File: src/rtl/spike_pkg.sv
// Shared definitions for the spike decoder and the neighbouring neuron blocks.
package spike_pkg;

  typedef enum logic [1:0] {
    IDLE  = 2'd0,
    COUNT = 2'd1,
    HOLD  = 2'd2
  } dec_state_t;

  localparam int ISI_W         = 8;
  localparam int DEFAULT_CNT_W = 4;

endpackage

File: src/rtl/sat_counter.sv
// Saturating up-counter with synchronous clear; clear takes priority over increment.
module sat_counter #(
  parameter int W = 4
) (
  input  logic         clk,
  input  logic         reset,
  input  logic         clear,
  input  logic         inc,
  output logic [W-1:0] count
);

  always_ff @(posedge clk or posedge reset) begin
    if (reset)
      count <= '0;
    else if (clear)
      count <= '0;
    else if (inc && (count != {W{1'b1}}))
      count <= count + W'(1);
  end

endmodule

File: src/rtl/spike_decoder.sv
// Rate/ISI spike decoder: counts spikes over fixed windows and hands each window
// result to a consumer through a valid/ready register, flagging dropped results.
module spike_decoder
  import spike_pkg::*;
#(
  parameter int WINDOW = 16,
  parameter int CNT_W  = DEFAULT_CNT_W
) (
  input  logic             clk,
  input  logic             reset,
  input  logic             enable,
  input  logic             spike,
  input  logic             rate_ready,
  input  logic             clr_overrun,
  output logic [CNT_W-1:0] rate,
  output logic             rate_valid,
  output logic [ISI_W-1:0] isi,
  output logic             overrun
);

  localparam int WIN_W = $clog2(WINDOW);

  dec_state_t       state;
  dec_state_t       next_state;
  logic [WIN_W-1:0] win_cnt;
  logic [CNT_W-1:0] acc;
  logic [CNT_W-1:0] acc_total;
  logic [ISI_W-1:0] isi_cnt;
  logic             counting;
  logic             win_end;
  logic             transfer;
  logic             spike_seen;

  assign counting  = (state == COUNT) && enable;
  assign win_end   = counting && (win_cnt == WIN_W'(WINDOW - 1));
  assign transfer  = rate_valid && rate_ready;
  // The spike arriving on the last window cycle still belongs to the closing window.
  assign acc_total = (spike && (acc != {CNT_W{1'b1}})) ? acc + CNT_W'(1) : acc;

  sat_counter #(.W(WIN_W)) u_win_cnt (
    .clk   (clk),
    .reset (reset),
    .clear (!counting || win_end),
    .inc   (counting),
    .count (win_cnt)
  );

  sat_counter #(.W(CNT_W)) u_acc (
    .clk   (clk),
    .reset (reset),
    .clear (!counting || win_end),
    .inc   (counting && spike),
    .count (acc)
  );

  sat_counter #(.W(ISI_W)) u_isi_cnt (
    .clk   (clk),
    .reset (reset),
    .clear (!counting || spike),
    .inc   (counting),
    .count (isi_cnt)
  );

  always_ff @(posedge clk or posedge reset) begin
    if (reset)
      state <= IDLE;
    else
      state <= next_state;
  end

  always_comb begin
    next_state = state;
    case (state)
      IDLE:    if (enable) next_state = COUNT;
      COUNT:   if (!enable) next_state = (rate_valid && !rate_ready) ? HOLD : IDLE;
      HOLD:    if (rate_ready) next_state = IDLE;
      default: next_state = IDLE;
    endcase
  end

  // A pending result may only be replaced when the consumer takes it in the same cycle.
  always_ff @(posedge clk or posedge reset) begin
    if (reset) begin
      rate       <= '0;
      rate_valid <= 1'b0;
    end else if (win_end && (!rate_valid || rate_ready)) begin
      rate       <= acc_total;
      rate_valid <= 1'b1;
    end else if (transfer) begin
      rate_valid <= 1'b0;
    end
  end

  always_ff @(posedge clk or posedge reset) begin
    if (reset)
      overrun <= 1'b0;
    else if (win_end && rate_valid && !rate_ready)
      overrun <= 1'b1;
    else if (clr_overrun)
      overrun <= 1'b0;
  end

  // The first spike of a run only starts the interval measurement.
  always_ff @(posedge clk or posedge reset) begin
    if (reset) begin
      isi        <= '0;
      spike_seen <= 1'b0;
    end else if (!counting) begin
      spike_seen <= 1'b0;
    end else if (spike) begin
      spike_seen <= 1'b1;
      if (spike_seen)
        isi <= (isi_cnt == {ISI_W{1'b1}}) ? isi_cnt : isi_cnt + ISI_W'(1);
    end
  end

endmodule

File: config.mk
export PLATFORM = sky130hd
export DESIGN_NAME = spike_decoder
export DESIGN_NICKNAME = d
export VERILOG_FILES = /design/src/rtl/spike_pkg.sv /design/src/rtl/sat_counter.sv /design/src/rtl/spike_decoder.sv
export SDC_FILE = /design/constraint.sdc
export NUM_CORES = 1
export LEC_CHECK = 0
export ABC_AREA = 0
export CORE_MARGIN = 3
export CORE_UTILIZATION = 55
export DETAILED_ROUTE_END_ITERATION = 8
export MAX_ROUTING_LAYER = met4
export PLACE_DENSITY = 0.8
export SLEW_MARGIN = 10
export SYNTH_ARGS = -nofsm -noshare
export SYNTH_HDL_FRONTEND = slang
export SYNTH_SLANG_ARGS = --single-unit
File: constraint.sdc
create_clock -name clk -period 3.9 [get_ports clk]
set_clock_uncertainty 0.1 [all_clocks]
set_input_delay 0.78 -clock clk [delete_from_list [all_inputs] [get_ports clk]]
set_output_delay 0.78 -clock clk [all_outputs]
set_load 0.02 [all_outputs]
# After elaboration in Yosys (flattened, before gate mapping)
# Cells that the tools add are included.
# W data, S select, Z words.
# op_classes
addsub	3
eq_ne	11
mux	19
n_reduce_logical	26
# op_table
cell	count
$mux W8	3
$mux W4	5
$logic_and A1 B1 Y1	12
$reduce_bool A2 Y1	5
$add A4 B1 Y4 const B	2
$add A8 B1 Y8 const B	1
$eq A8 B8 Y1 const B	1
$mux W2	4
$ne A2 B2 Y1 const B	4
$ne A4 B4 Y1 const B	2
$ne A8 B8 Y1 const B	1
$mux W1	6
$pmux W2 S3	1
$reduce_and A3 Y1	2
$eq A4 B4 Y1 const B	1
$logic_not A1 Y1	3
$logic_or A1 B1 Y1	3
$eq A2 B1 Y1 const B	1
$eq A2 B2 Y1 const B	1
$logic_not A2 Y1	1
# totals
reg_bits	33
output_inout_bits	14
elab_cells	68

# Depth between registers and ports, before layout
# logic_depth
depth_word	6
mapped_depth	5

# Hierarchy
# From an unflattened synthesis, not the netlist that was laid out.
# unflattened
hier_cells	187
area_unflattened_um2	1904.3
# by_module_without_submodules
module	n_inst	cells_each	area_each_um2	seq_area_each_um2
spike_decoder	1	96	939.7	425.4
sat_counter at u_isi_cnt	1	49	504.2	200.2
sat_counter at u_acc ...	2	21	230.2	100.1

# Worst setup path before layout
# OpenSTA, ideal clock, no wires.
# synth_path
kind	input -> register
start	input port spike
end	register rate[3]
setup_ns	0.125
t_arrival_ns	1.582
required_time_ns	3.675
path_slack_ns	2.093
stages	4
path_cell_list	buf_4 nand4_1 mux2_2 mux2_4
# synth_via
elab_chain_len	2
# synth_lines
item	line_no	source
start: declaration	spike_decoder.sv:12	input logic spike,
$logic_and A1 B1 Y1	spike_decoder.sv:38	assign acc_total = (spike && (acc != {CNT_W{1'b1}})) ? acc + CNT_W'(1) : acc;
$mux W4	spike_decoder.sv:38	
end signal: assignment	spike_decoder.sv:87	rate <= acc_total;
end: declaration	spike_decoder.sv:15	output logic [CNT_W-1:0] rate,
# No other way between the ends.
# A chain may end at the register's enable or synchronous reset.

# Final worst setup path
# layout_path
start	register rate_valid
end	output port rate_valid
# layout_rtl
item	line_no	source
start: declaration	spike_decoder.sv:16	output logic rate_valid,
start signal: assignment	spike_decoder.sv:85	rate_valid <= 1'b0;
start signal: assignment	spike_decoder.sv:88	rate_valid <= 1'b1;
start signal: assignment	spike_decoder.sv:90	rate_valid <= 1'b0;
# No word-level cell between the ends.

==> impl_metrics.toml <==
[yosys]
synth_area_leaders = "dfrtp_1 (55%), a31oi_1 (5.0%), o31ai_1 (3.5%)"
syn_nets = 151
yosys_warnings = 0
synthXorXnorAreaFrac_pct = 1.16
syn_area_per_cell_um2 = 10.7
ys_seq_area_share_pct = 54.5
ys_types = 35
synth_top_family_by_area = "simple AND/OR/NAND/NOR gates"
synth-edff-count = 0
synth_mux_area_share_pct = 2.73
synth_compound_area_share_pct = 15.8
ys_async_sr_fraction_pct = 100
synth_area_um2 = 1510
synth_top_area_share_pct = 54.5
synth_adder_area_share_pct = 2.48
synth_area_leader_cell = "dfrtp_1"
synth_simple_gate_area_share_pct = 20.1
synth-seq-cells = 33
synth_ff_type = "dfrtp_1"
syn-instance-count = 142

[timing]
rsz0062_at_grt = "false"
post-route-period-util_pct = 57.2
worstMarginPinSlew_ns = 0.411
timing.fmax_ghz = 0.448
finalWorstPathRequiredPeriod_ns = 2.23
finalWorstSetupSlack_ns = 1.67
maxSlewHeadroom_pct = 72.6
hold_viol_final = 0
final_max_slew_viol_count = 0
fin_tns_setup_ns = 0
setup_viol = 0

[cts]
post_cts_buffers = 0
root_buffer = "clkbuf_4"
clkTransAtPathRegs_ns = 0.09
insertion_delay_ns = 0.33
clock_sinks = 33
htree_levels = 2
cts_tree = "yes"
cts_hold_buffers = 0
ctsLongestPathBuffers = 2
postCtsResizedCells = 0
cts_buffers = 5

[route]
firstDrtPassIters = 4
totalWireLength_mm = 3.23
ant_nets = 0
vias_per_cell = 6.26
route.detailed.drc = 0
drt_iter0_drc = 27
vias = 1214
wire_per_inst_um = 16.6

[power]
ir_drop_v = 0.000274
power.total_uw = 600
sw_frac_of_total_pct = 24.0
internal_power_uw = 456
pwr_density_cell_nw_per_um2 = 339
p_clk_share_pct = 32.3
switchingPower_uw = 144
p_leak_nw = 0.771
pwr-share-comb_pct = 8.3
seq_power_share_pct = 59.3

[critical_path]
critPathMaxStageDelay_ns = 0.63
path_max_fanout = 3
crit_path_cell_trace = "clkdlybuf4s50_1"
worst-path-buf-inv = 1
endpoint_kind = "output port"
critPathLaunchType = "flop"
required_ns = 3.02
crit_slowest_cell = "clkdlybuf4s50_1"
path_class = "flop to output port"
worstPathArrival_ns = 1.35
crit_family = "buffers and inverters"

[die]
fp.dieArea_um2 = 3420
fp.dieH_um = 58.5
start_util_pct = 59.5
die_w_um = 58.5
ios = 20
core_area_um2 = 2540
row_count = 18

[placement]
pre_cts_ws_ns = 1.44
dp_hpwl_mm = 2.34
portBuffers = 19
gp_congestion = 0.853

[cells_and_area]
antenna-diode-count = 0
post-route-util_pct = 69.6
num-fill-cells = 202
drive_gt1_share_pct = 7.32
syn_to_final_growth_pct = 16.9
nNetsFinal = 173

[global_route]
grt_max_degree = 34
grt_pass1_vias = 1223
antenna_found_initial = 0
grtUsageTotal_pct = 22.9
grt_pass1_wl_mm = 5.53
gr-total-overflow = 0

[status]
status = "finished, final reports clean"

[min_path]
hp-class = "flop to flop"

[run]
maxCapViolations = 0
stage by stage:
stage / area [um^2] / std cells / hold slack, ns
floorplan: 1510 / 142 / 0.332
global placement: 1720 / 187 / 0.355
detailed placement: 1720 / 187 / 0.373
CTS: 1770 / 194 / 0.389
global route: 1770 / 194 / 0.429
finish: 1770 / 194 / 0.388
synthesized netlist by cell type (all sizes together) (2+ instances only):
cell type,n
inv,4
nor2,9
a21oi,6
a41oi,2
nand3,6
buf,4
a31oi,12
nand3b,2
nor2b,4
o21ai,10
o31ai,7
nand2b,2
nand4,3
ha,3
and3,5
and4,3
nor3,8
nand2,6
dfrtp,33
mux2,3
power by group through the flow:
stage / sequential (mW) / combinational [mW] / clock, mW
after floorplan: 0.368 / 0.0226 / 0
after global placement: 0.362 / 0.0495 / 0
after detailed placement: 0.363 / 0.0507 / 0
after CTS: 0.356 / 0.0506 / 0.198
after global routing: 0.358 / 0.0556 / 0.218
final: 0.356 / 0.0498 / 0.194
final cells by class:
cell class              instances  area (um^2)  area share [%]
flip-flops and latches         33          826            46.6
repair buffers                 20          198            11.2
inverters                       4         15.0           0.848
multi-input cells             100          639            36.1
well taps                      30         37.5            2.12
clock buffers                   7         55.1            3.11
logic make-up (layout without fill, tap and decap cells):
| group | Yosys count | in the layout |
|---|---|---|
| XOR/XNOR | 2 | 2 |
| AND/OR/NAND/NOR | 53 | 53 |
| multiplexers | 3 | 3 |
| adder cells (fa/ha/maj) | 3 | 3 |
| buffers and inverters | 9 | 31 |
| AO/OA/AOI/OAI | 39 | 39 |
| flip-flops | 33 | 33 |
per-layer routing:
metal,global-route usage (%),wire length [um],part of all wire (%)
met1,25.8,1320,41
met2,37.3,1680,52
met3,7.24,182,5.6
met4,9.93,41,1.3
met5,-,0,0
sequential cells by signal, indices dropped and copies added, names as in the netlist, 2 cells and up:
register / count
u_win_cnt.count: 4
isi: 8
rate: 4
state: 2
u_acc.count: 4
u_isi_cnt.count: 8
cells in the final DEF, fill, tap and decap left out:
master,count
nand2_1,6
xnor2_1,1
a41oi_1,2
and2b_1,1
clkdlybuf4s50_1,19
or3_1,1
mux2_2,1
and3b_1,1
buf_4,1
and4b_1,1
nand3b_1,2
nor2b_1,4
nand3_1,5
xor2_1,1
a31oi_1,12
ha_1,3
a21oi_1,6
nand2b_1,2
dfrtp_1,33
o31ai_1,7
nor2_1,9
clkbuf_8,1
and3_1,4
nor4_1,1
mux2_4,2
clkbuf_4,5
nor3_1,8
clkbuf_1,1
o22ai_1,1
inv_1,4
and3_4,1
nand3_2,1
a21boi_0,1
o21ai_0,10
and4_1,3
nand4_1,3
final timing paths:
check                              startpoint                 end  slack, ns  cells past startpoint
setup / recovery                   rate_valid          rate_valid       1.67                      1
hold / removal             u_win_cnt.count[0]  u_win_cnt.count[0]       0.39                      1
setup reg to reg           u_isi_cnt.count[0]              isi[6]       2.22                      4
hold reg to reg            u_win_cnt.count[0]  u_win_cnt.count[0]       0.39                      1
max in group asynchronous               reset              isi[2]       2.66                      3
min in group asynchronous               reset  u_isi_cnt.count[6]       0.75                      3
Power figures use the tool's default switching activity.
